### config.mk
export PLATFORM = sky130hd
export DESIGN_NAME = ahb_lite_arbiter
export DESIGN_NICKNAME = d
export VERILOG_FILES = /design/src/rtl/ahb_lite_pkg.sv /design/src/rtl/ahb_rr_pick.sv /design/src/rtl/ahb_lite_arbiter.sv
export SDC_FILE = /design/constraint.sdc
export NUM_CORES = 1
export LEC_CHECK = 0
export CORE_MARGIN = 2
export CORE_UTILIZATION = 42
export DETAILED_ROUTE_END_ITERATION = 6
export GPL_ROUTABILITY_DRIVEN = 0
export PLACE_DENSITY = 0.91
export SETUP_SLACK_MARGIN = 0.1
export SLEW_MARGIN = 20
export SYNTH_ARGS = -nofsm -noshare
export SYNTH_HDL_FRONTEND = slang
export SYNTH_HIERARCHICAL = 1
export SYNTH_SLANG_ARGS = --single-unit
### constraint.sdc
create_clock -name HCLK -period 5.9 [get_ports HCLK]
set_input_delay 0.885 -clock HCLK [delete_from_list [all_inputs] [get_ports HCLK]]
set_output_delay 0.885 -clock HCLK [all_outputs]
set_load 0.01 [all_outputs]
### src/rtl/ahb_lite_pkg.sv
// Shared AHB-Lite encodings and default widths.
// Imported by the arbiter and any future bus masters.
package ahb_lite_pkg;

  localparam logic [1:0] HTRANS_IDLE   = 2'b00;
  localparam logic [1:0] HTRANS_NONSEQ = 2'b10;

  localparam logic [2:0] HSIZE_WORD = 3'b010;

  localparam int AHB_AW = 32;
  localparam int AHB_DW = 32;

endpackage

### src/rtl/ahb_rr_pick.sv
// Rotating-priority picker: searches upward from ptr+1.
// Returns a one-hot grant, its index and an any-hit flag.
module ahb_rr_pick #(
  parameter int N  = 2,
  parameter int IW = 1
) (
  input  logic [N-1:0]  req,
  input  logic [IW-1:0] ptr,
  output logic [N-1:0]  gnt,
  output logic [IW-1:0] idx,
  output logic          any
);

  logic [IW-1:0] cand;

  // first requester after the last winner, wrapping modulo N
  always_comb begin
    gnt  = '0;
    idx  = '0;
    any  = 1'b0;
    cand = '0;
    for (int k = 1; k <= N; k++) begin
      cand = IW'((int'(ptr) + k) % N);
      if (!any && req[cand]) begin
        any = 1'b1;
        idx = cand;
      end
    end
    gnt[idx] = any;
  end

endmodule

### src/rtl/ahb_lite_arbiter.sv
// Round-robin share of one AHB-Lite master port.
// Two-deep pipeline: address phase then data phase.
module ahb_lite_arbiter
  import ahb_lite_pkg::*;
#(
  parameter int NUM_REQ = 2,
  parameter int AW      = AHB_AW,
  parameter int DW      = AHB_DW
) (
  input  logic                  HCLK,
  input  logic                  HRESET,
  input  logic [NUM_REQ-1:0]    req,
  input  logic [NUM_REQ-1:0]    req_write,
  input  logic [NUM_REQ*AW-1:0] req_addr,
  input  logic [NUM_REQ*DW-1:0] req_wdata,
  output logic [NUM_REQ-1:0]    req_ack,
  output logic [NUM_REQ-1:0]    rsp_valid,
  output logic [DW-1:0]         rsp_rdata,
  output logic [AW-1:0]         HADDR,
  output logic                  HWRITE,
  output logic [1:0]            HTRANS,
  output logic [2:0]            HSIZE,
  output logic [DW-1:0]         HWDATA,
  input  logic [DW-1:0]         HRDATA,
  input  logic                  HREADY
);

  localparam int IW = $clog2(NUM_REQ);

  logic [NUM_REQ-1:0] gnt;
  logic [IW-1:0]      win_idx;
  logic               win_any;
  logic [AW-1:0]      win_addr;
  logic [DW-1:0]      win_wdata;

  logic [IW-1:0]      ptr_q, ptr_d;
  logic               a_valid_q, a_valid_d;
  logic               a_write_q, a_write_d;
  logic [IW-1:0]      a_owner_q, a_owner_d;
  logic [DW-1:0]      a_wdata_q, a_wdata_d;
  logic [AW-1:0]      haddr_q, haddr_d;
  logic               d_valid_q, d_valid_d;
  logic               d_write_q, d_write_d;
  logic [IW-1:0]      d_owner_q, d_owner_d;
  logic [DW-1:0]      hwdata_q, hwdata_d;
  logic [NUM_REQ-1:0] rsp_valid_q, rsp_valid_d;
  logic [DW-1:0]      rsp_rdata_q, rsp_rdata_d;

  ahb_rr_pick #(
    .N  (NUM_REQ),
    .IW (IW)
  ) u_pick (
    .req (req),
    .ptr (ptr_q),
    .gnt (gnt),
    .idx (win_idx),
    .any (win_any)
  );

  assign win_addr  = req_addr[int'(win_idx)*AW +: AW];
  assign win_wdata = req_wdata[int'(win_idx)*DW +: DW];

  // a grant only counts when the address phase can advance
  assign req_ack = HREADY ? gnt : '0;

  assign HADDR     = haddr_q;
  assign HWRITE    = a_write_q;
  assign HTRANS    = a_valid_q ? HTRANS_NONSEQ : HTRANS_IDLE;
  assign HSIZE     = HSIZE_WORD;
  assign HWDATA    = hwdata_q;
  assign rsp_valid = rsp_valid_q;
  assign rsp_rdata = rsp_rdata_q;

  // advance both phases together on every ready edge
  always_comb begin
    ptr_d       = ptr_q;
    a_valid_d   = a_valid_q;
    a_write_d   = a_write_q;
    a_owner_d   = a_owner_q;
    a_wdata_d   = a_wdata_q;
    haddr_d     = haddr_q;
    d_valid_d   = d_valid_q;
    d_write_d   = d_write_q;
    d_owner_d   = d_owner_q;
    hwdata_d    = hwdata_q;
    rsp_valid_d = '0;
    rsp_rdata_d = rsp_rdata_q;
    if (HREADY) begin
      d_valid_d = a_valid_q;
      d_write_d = a_write_q;
      d_owner_d = a_owner_q;
      if (a_valid_q && a_write_q) begin
        hwdata_d = a_wdata_q;
      end
      a_valid_d = win_any;
      if (win_any) begin
        haddr_d   = win_addr;
        a_write_d = req_write[win_idx];
        a_wdata_d = win_wdata;
        a_owner_d = win_idx;
        ptr_d     = win_idx;
      end
      if (d_valid_q) begin
        rsp_valid_d[d_owner_q] = 1'b1;
        rsp_rdata_d = d_write_q ? '0 : HRDATA;
      end
    end
  end

  // pipeline state; reset drops anything in flight
  always_ff @(posedge HCLK or posedge HRESET) begin
    if (HRESET) begin
      ptr_q       <= IW'(NUM_REQ - 1);
      a_valid_q   <= 1'b0;
      a_write_q   <= 1'b0;
      a_owner_q   <= '0;
      a_wdata_q   <= '0;
      haddr_q     <= '0;
      d_valid_q   <= 1'b0;
      d_write_q   <= 1'b0;
      d_owner_q   <= '0;
      hwdata_q    <= '0;
      rsp_valid_q <= '0;
      rsp_rdata_q <= '0;
    end else begin
      ptr_q       <= ptr_d;
      a_valid_q   <= a_valid_d;
      a_write_q   <= a_write_d;
      a_owner_q   <= a_owner_d;
      a_wdata_q   <= a_wdata_d;
      haddr_q     <= haddr_d;
      d_valid_q   <= d_valid_d;
      d_write_q   <= d_write_d;
      d_owner_q   <= d_owner_d;
      hwdata_q    <= hwdata_d;
      rsp_valid_q <= rsp_valid_d;
      rsp_rdata_q <= rsp_rdata_d;
    end
  end

endmodule

# Word level (Yosys, flattened, before mapping)
# Cells that the tools add are included.
[totals] regBits=137 in_bits=167 elab_cells=50
[classes] n_addsub=2 magnitude_cmp=6 n_shift=2 mux=19 n_bitwise=1 n_reduce_logical=8
[op_table] op="indexed part select 64 x 7 -> 32 bit" count=2
[op_table] op="2-to-1 mux 32 bit" count=1
[op_table] op="2-to-1 mux 1 bit" count=12
[op_table] op="< comparator 1 x 2 -> 1 bit, second input constant" count=4
[op_table] op="2-to-1 mux 2 bit" count=4
[op_table] op="AND reduction 2 bit" count=3
[op_table] op="logical AND 1 bit" count=4
[op_table] op="adder 1 bit, second input constant" count=2
[op_table] op="bitwise AND 2 bit" count=1
[op_table] op="demux 1 bit (select 1 bit)" count=2
[op_table] op=">= comparator 1 bit, second input constant" count=2
[op_table] op="zero test 1 bit" count=1

# Depth between registers and ports, before layout
[logic_depth] ltp_word=13 depth_mapped=6 mapped_depth_nobuf=3

# Modules after synthesis
# Netlist, hierarchy kept.
[by_module_without_submodules] module="ahb_lite_arbiter" n_inst=1 cells_per_inst=490 area_per_inst_um2=6042.0 seq_area_each_um2=3429.5
[by_module_without_submodules] module="ahb_rr_pick" n_inst=1 cells_per_inst=5 area_per_inst_um2=32.5 seq_area_each_um2=0.0

# Worst setup path after synthesis
# OpenSTA, ideal clock, no wires.
[synth_timing] path_kind="in2out" startpoint="input HREADY" endpoint="output req_ack[0]" t_arrival_ps=1497 t_required_ps=5015 path_slack_ps=3518 path_stages=3 path_buffers=2 path_cell_list="buf_2 clkbuf_1 and2_1"
[synth_between] elab_chain_len=1
[synth_lines] item="from (decl)" line_no="ahb_lite_arbiter.sv:25" text="input logic HREADY"
[synth_lines] item="2-to-1 mux 2 bit" line_no="ahb_lite_arbiter.sv:64" text="assign req_ack = HREADY ? gnt : '0;"
[synth_lines] item="to (decl)" line_no="ahb_lite_arbiter.sv:16" text="output logic [NUM_REQ-1:0] req_ack,"
# Every way passes these cells.

# Final worst setup path
[layout_timing] startpoint="input req[1]" endpoint="output req_ack[1]"
[layout_between] elab_chain_len=12 word_cells_on_any_way=17 classes_between="order compare: 2; mux: 11; bitwise: 1; reduce/logical: 3"
[layout_lines] item="from (decl)" line_no="ahb_lite_arbiter.sv:12" text="input logic [NUM_REQ-1:0] req,"
[layout_lines] item="2-to-1 mux 1 bit (not written as such) (2 in series)" line_no="ahb_rr_pick.sv:24" text="if (!any && req[cand]) begin"
[layout_lines] item="2-to-1 mux 1 bit" line_no="ahb_rr_pick.sv:24"
[layout_lines] item="zero test 1 bit" line_no="ahb_rr_pick.sv:24"
[layout_lines] item="logical AND 1 bit" line_no="ahb_rr_pick.sv:24"
[layout_lines] item="2-to-1 mux 1 bit" line_no="ahb_rr_pick.sv:24"
[layout_lines] item="< comparator 1 x 2 -> 1 bit (not written as such) / >= comparator 1 bit (equally long branches)" line_no="ahb_rr_pick.sv:29" text="gnt[idx] = any;"
[layout_lines] item="logical AND 1 bit (not written as such)" line_no="ahb_rr_pick.sv:29"
[layout_lines] item="2-to-1 mux 1 bit (not written as such)" line_no="ahb_rr_pick.sv:29"
[layout_lines] item="demux 1 bit (select 1 bit)"
[layout_lines] item="bitwise AND 2 bit (no line) *"
[layout_lines] item="net gnt[1]" line_no="ahb_lite_arbiter.sv:30" text="logic [NUM_REQ-1:0] gnt;"
[layout_lines] item="2-to-1 mux 2 bit *" line_no="ahb_lite_arbiter.sv:64"
# The timed path passes the listed nets; every way through them passes the cells marked *. The select of a mux whose other input is x is not followed.

==> impl_results.md <==
* Die Y at 124 microns
* Grt ovf at 0
* Reg area at 0.00343 sq mm
* Final wirelength at 16.7 mm
* VDD IR max at 0.157 mV
* Worst Path Required at 5.02 ns
* Final Hold Fails at 0
* Die width at 124 microns
* Antenna violations before repair at 0
* CTS max path bufs at 2
* Layout cell share with drive strength beyond 1 at 14.5%
* HP Class: flop to flop
* CTS Root Cell: clkbuf_16
* Vias in the first global route at 5205
* #FFs+latches synth at 137
* Top delay family on crit path: buffers and inverters
* Drt via density at 5.21
* Core area at 0.0140 sq mm
* Syn avg cell area at 12.3 sq um
* Most used cell, CP: clkdlybuf4s50_1
* Leading cell type in the layout, fill and taps excluded: clkdlybuf4s50_1
* Placed Cells at 906
* Final worst-path cycle share at 53.6%
* WHS at 0.443 ns
* Crit-path cells: clkdlybuf4s50_1 > a21boi_0 > and2_1 > clkdlybuf4s50_1
* Clk Latency, worst-skew pair at 0.40 ns
* Fin crit period at 3.16 ns
* Total stage count of the critical path at 4
* Dpl ws at 2.36 ns
* Global routing usage summed across all routing layers at 21.5%
* Ports at 273
* Post-Syn Area at 0.00607 sq mm
* P_leak at 3.97 nW
* Htree depth at 4
* Worst Path Arrival at 2.28 ns
* Max-Slew Margin vs Limit at 36.8%
* Max Cap Violations at 0
* Post-DP HPWL at 11.8 mm
* Commonest cells after routing, fill and taps aside: clkdlybuf4s50_1, dfrtp_1, a21oi_1, mux2_2, mux2i_1
* Vias at 4889
* CTS tree: done
* Area grow syn2layout at 54.0%
* R2R depth at 2
* Final antenna-violating net count at 0
* Starting Density at 43.4%
* Number of cell rows at 43
* Layout fillers at 1043
* Post-CTS Resized at 0
* Clock transition at path regs at 0.05 ns
* CTS Sinks at 137
* Slowest CP cell: clkdlybuf4s50_1
* Crit start category: input port
* Register-to-Register Setup Slack at 4.07 ns
* Worst slew pin tran at 0.948 ns
* Largest net degree at the start of global routing at 72
* Fmax at 316 MHz
* Setup violators final at 0
* Final setup TNS at 0 ns
* Power Density at 338 mW/mm^2
* Fin. max-slew vios at 0
* PortBufs at 268
* Distinct cell type count after synthesis at 23
* Drt initial violations at 370
* RSZ-0062 raised after global routing: false
* Ant diodes at 0
* Register area share after synthesis at 56.5%
* Clock Skew at 0.00953 ns
* Hold path cells at 1
* Setup Fix Bufs, Post-CTS at 0
* Met3 Use GR at 6.31%
* Setup WS post-layout at 2.74 ns
* Grt peak-use layer: met2
* # hold bufs at CTS at 0
* Area of the multi-input gates at 0.00242 sq mm
* Drt pass-1 iters at 5
* Wire per inst at 17.8 microns
* Remaining DRCs at 0
* Finished Layout Cells at 938
* First-pass GRT wire length at 26.6 mm
* M2 GR Usage at 39.1%
* CTS Buf Count at 17
* Cells after synthesis at 495
* CP Buf/Inv Count at 2
* Crit path kind: input port to output port
* GR Layer Usage met1 at 24.2%
* CP Capture Type: output port
* Status: complete, no violations
* CP max FO at 4
* CP max stage delay at 0.54 ns
* Final net count at 912
* Yosys warns at 6
* Full die area at 0.0154 sq mm
-- through the flow --
stage	area, sq um	total power [mW]	utilization [%]
2_1_floorplan	6080	1.66	-
3_3_place_gp	8800	2.17	62.9
3_5_place_dp	8810	2.21	63.0
4_1_cts	9360	3.19	66.9
5_1_grt	9360	3.32	66.9
6_report	9360	3.16	66.9
-- cell usage after synthesis --
| cell | number | area share (%) |
|---|---|---|
| buf_2 | 23 | 1.9 |
| or2_1 | 1 | 0.10 |
| inv_1 | 3 | 0.19 |
| buf_4 | 7 | 0.87 |
| a21boi_1 | 1 | 0.12 |
| conb_1 | 2 | 0.12 |
| nor2_1 | 1 | 0.062 |
| nor2b_1 | 8 | 0.82 |
| o21ai_0 | 1 | 0.082 |
| clkbuf_1 | 11 | 0.68 |
| nand2_1 | 2 | 0.12 |
| dfrtp_1 | 136 | 56 |
| and2b_1 | 24 | 3.0 |
| nand3_1 | 1 | 0.082 |
| mux2i_1 | 65 | 11 |
| and2_1 | 3 | 0.31 |
| a21boi_0 | 2 | 0.25 |
| mux2_1 | 2 | 0.37 |
| mux2_2 | 67 | 12 |
| dfstp_2 | 1 | 0.43 |
| buf_6 | 3 | 0.56 |
| a21oi_1 | 130 | 11 |
| and3_1 | 1 | 0.10 |
-- layout make-up --
cell class                 instances  share of cell area (%)
clock buffer                      20                    4.77
clock inverter                    12                    1.10
inverter                           3                   0.174
multi-input combinational        313                    25.9
sequential                       137                    36.7
tap                              180                    2.41
timing repair buffer             273                    29.0
-- path summary, 6_finish.rpt --
check / start / endpoint
setup reg to reg: HWRITE / HWDATA[31]
setup / recovery: req[1] / req_ack[1]
hold reg to reg: d_owner_q / rsp_valid[0]
min in group asynchronous: HRESET / a_wdata_q[9]
hold / removal: d_owner_q / rsp_valid[0]
max in group asynchronous: HRESET / rsp_rdata[14]
-- report_power, final --
part	switching, mW	internal (mW)	total [mW]	leakage, nW
combinational	0.349	0.564	0.913	2.12
sequential	0.130	1.14	1.27	1.59
clock	0.388	0.587	0.975	0.262
-- flip-flops by register name (all words and copies together), names as in the netlist --
name / flops
rsp_valid: 2
a_valid_q: 1
HADDR: 32
rsp_rdata: 32
d_valid_q: 1
a_owner_q: 1
d_owner_q: 1
d_write_q: 1
ptr_q: 1
HWDATA: 32
a_wdata_q: 32
HWRITE: 1
-- layer usage --
metal | wire length [microns] | up-vias
met5 | 0 | -
met1 | 6230 | 2380
met4 | 289 | 0
li1 | - | 2245
met2 | 8790 | 239
met3 | 1350 | 25
-- cells by family (layout without fill, tap and decap cells) --
kind of cell           Yosys count  count (layout)  share of synthesized area (%)
muxes                          134             134                           23.5
buffers and inverters           47             308                           4.18
other                            2               4                          0.124
AOI/OAI and AO/OA              134             134                           11.2
and+or+nand+nor                 41              41                           4.57
DFF                            137             137                           56.5
(Power assumes the default switching activity.)
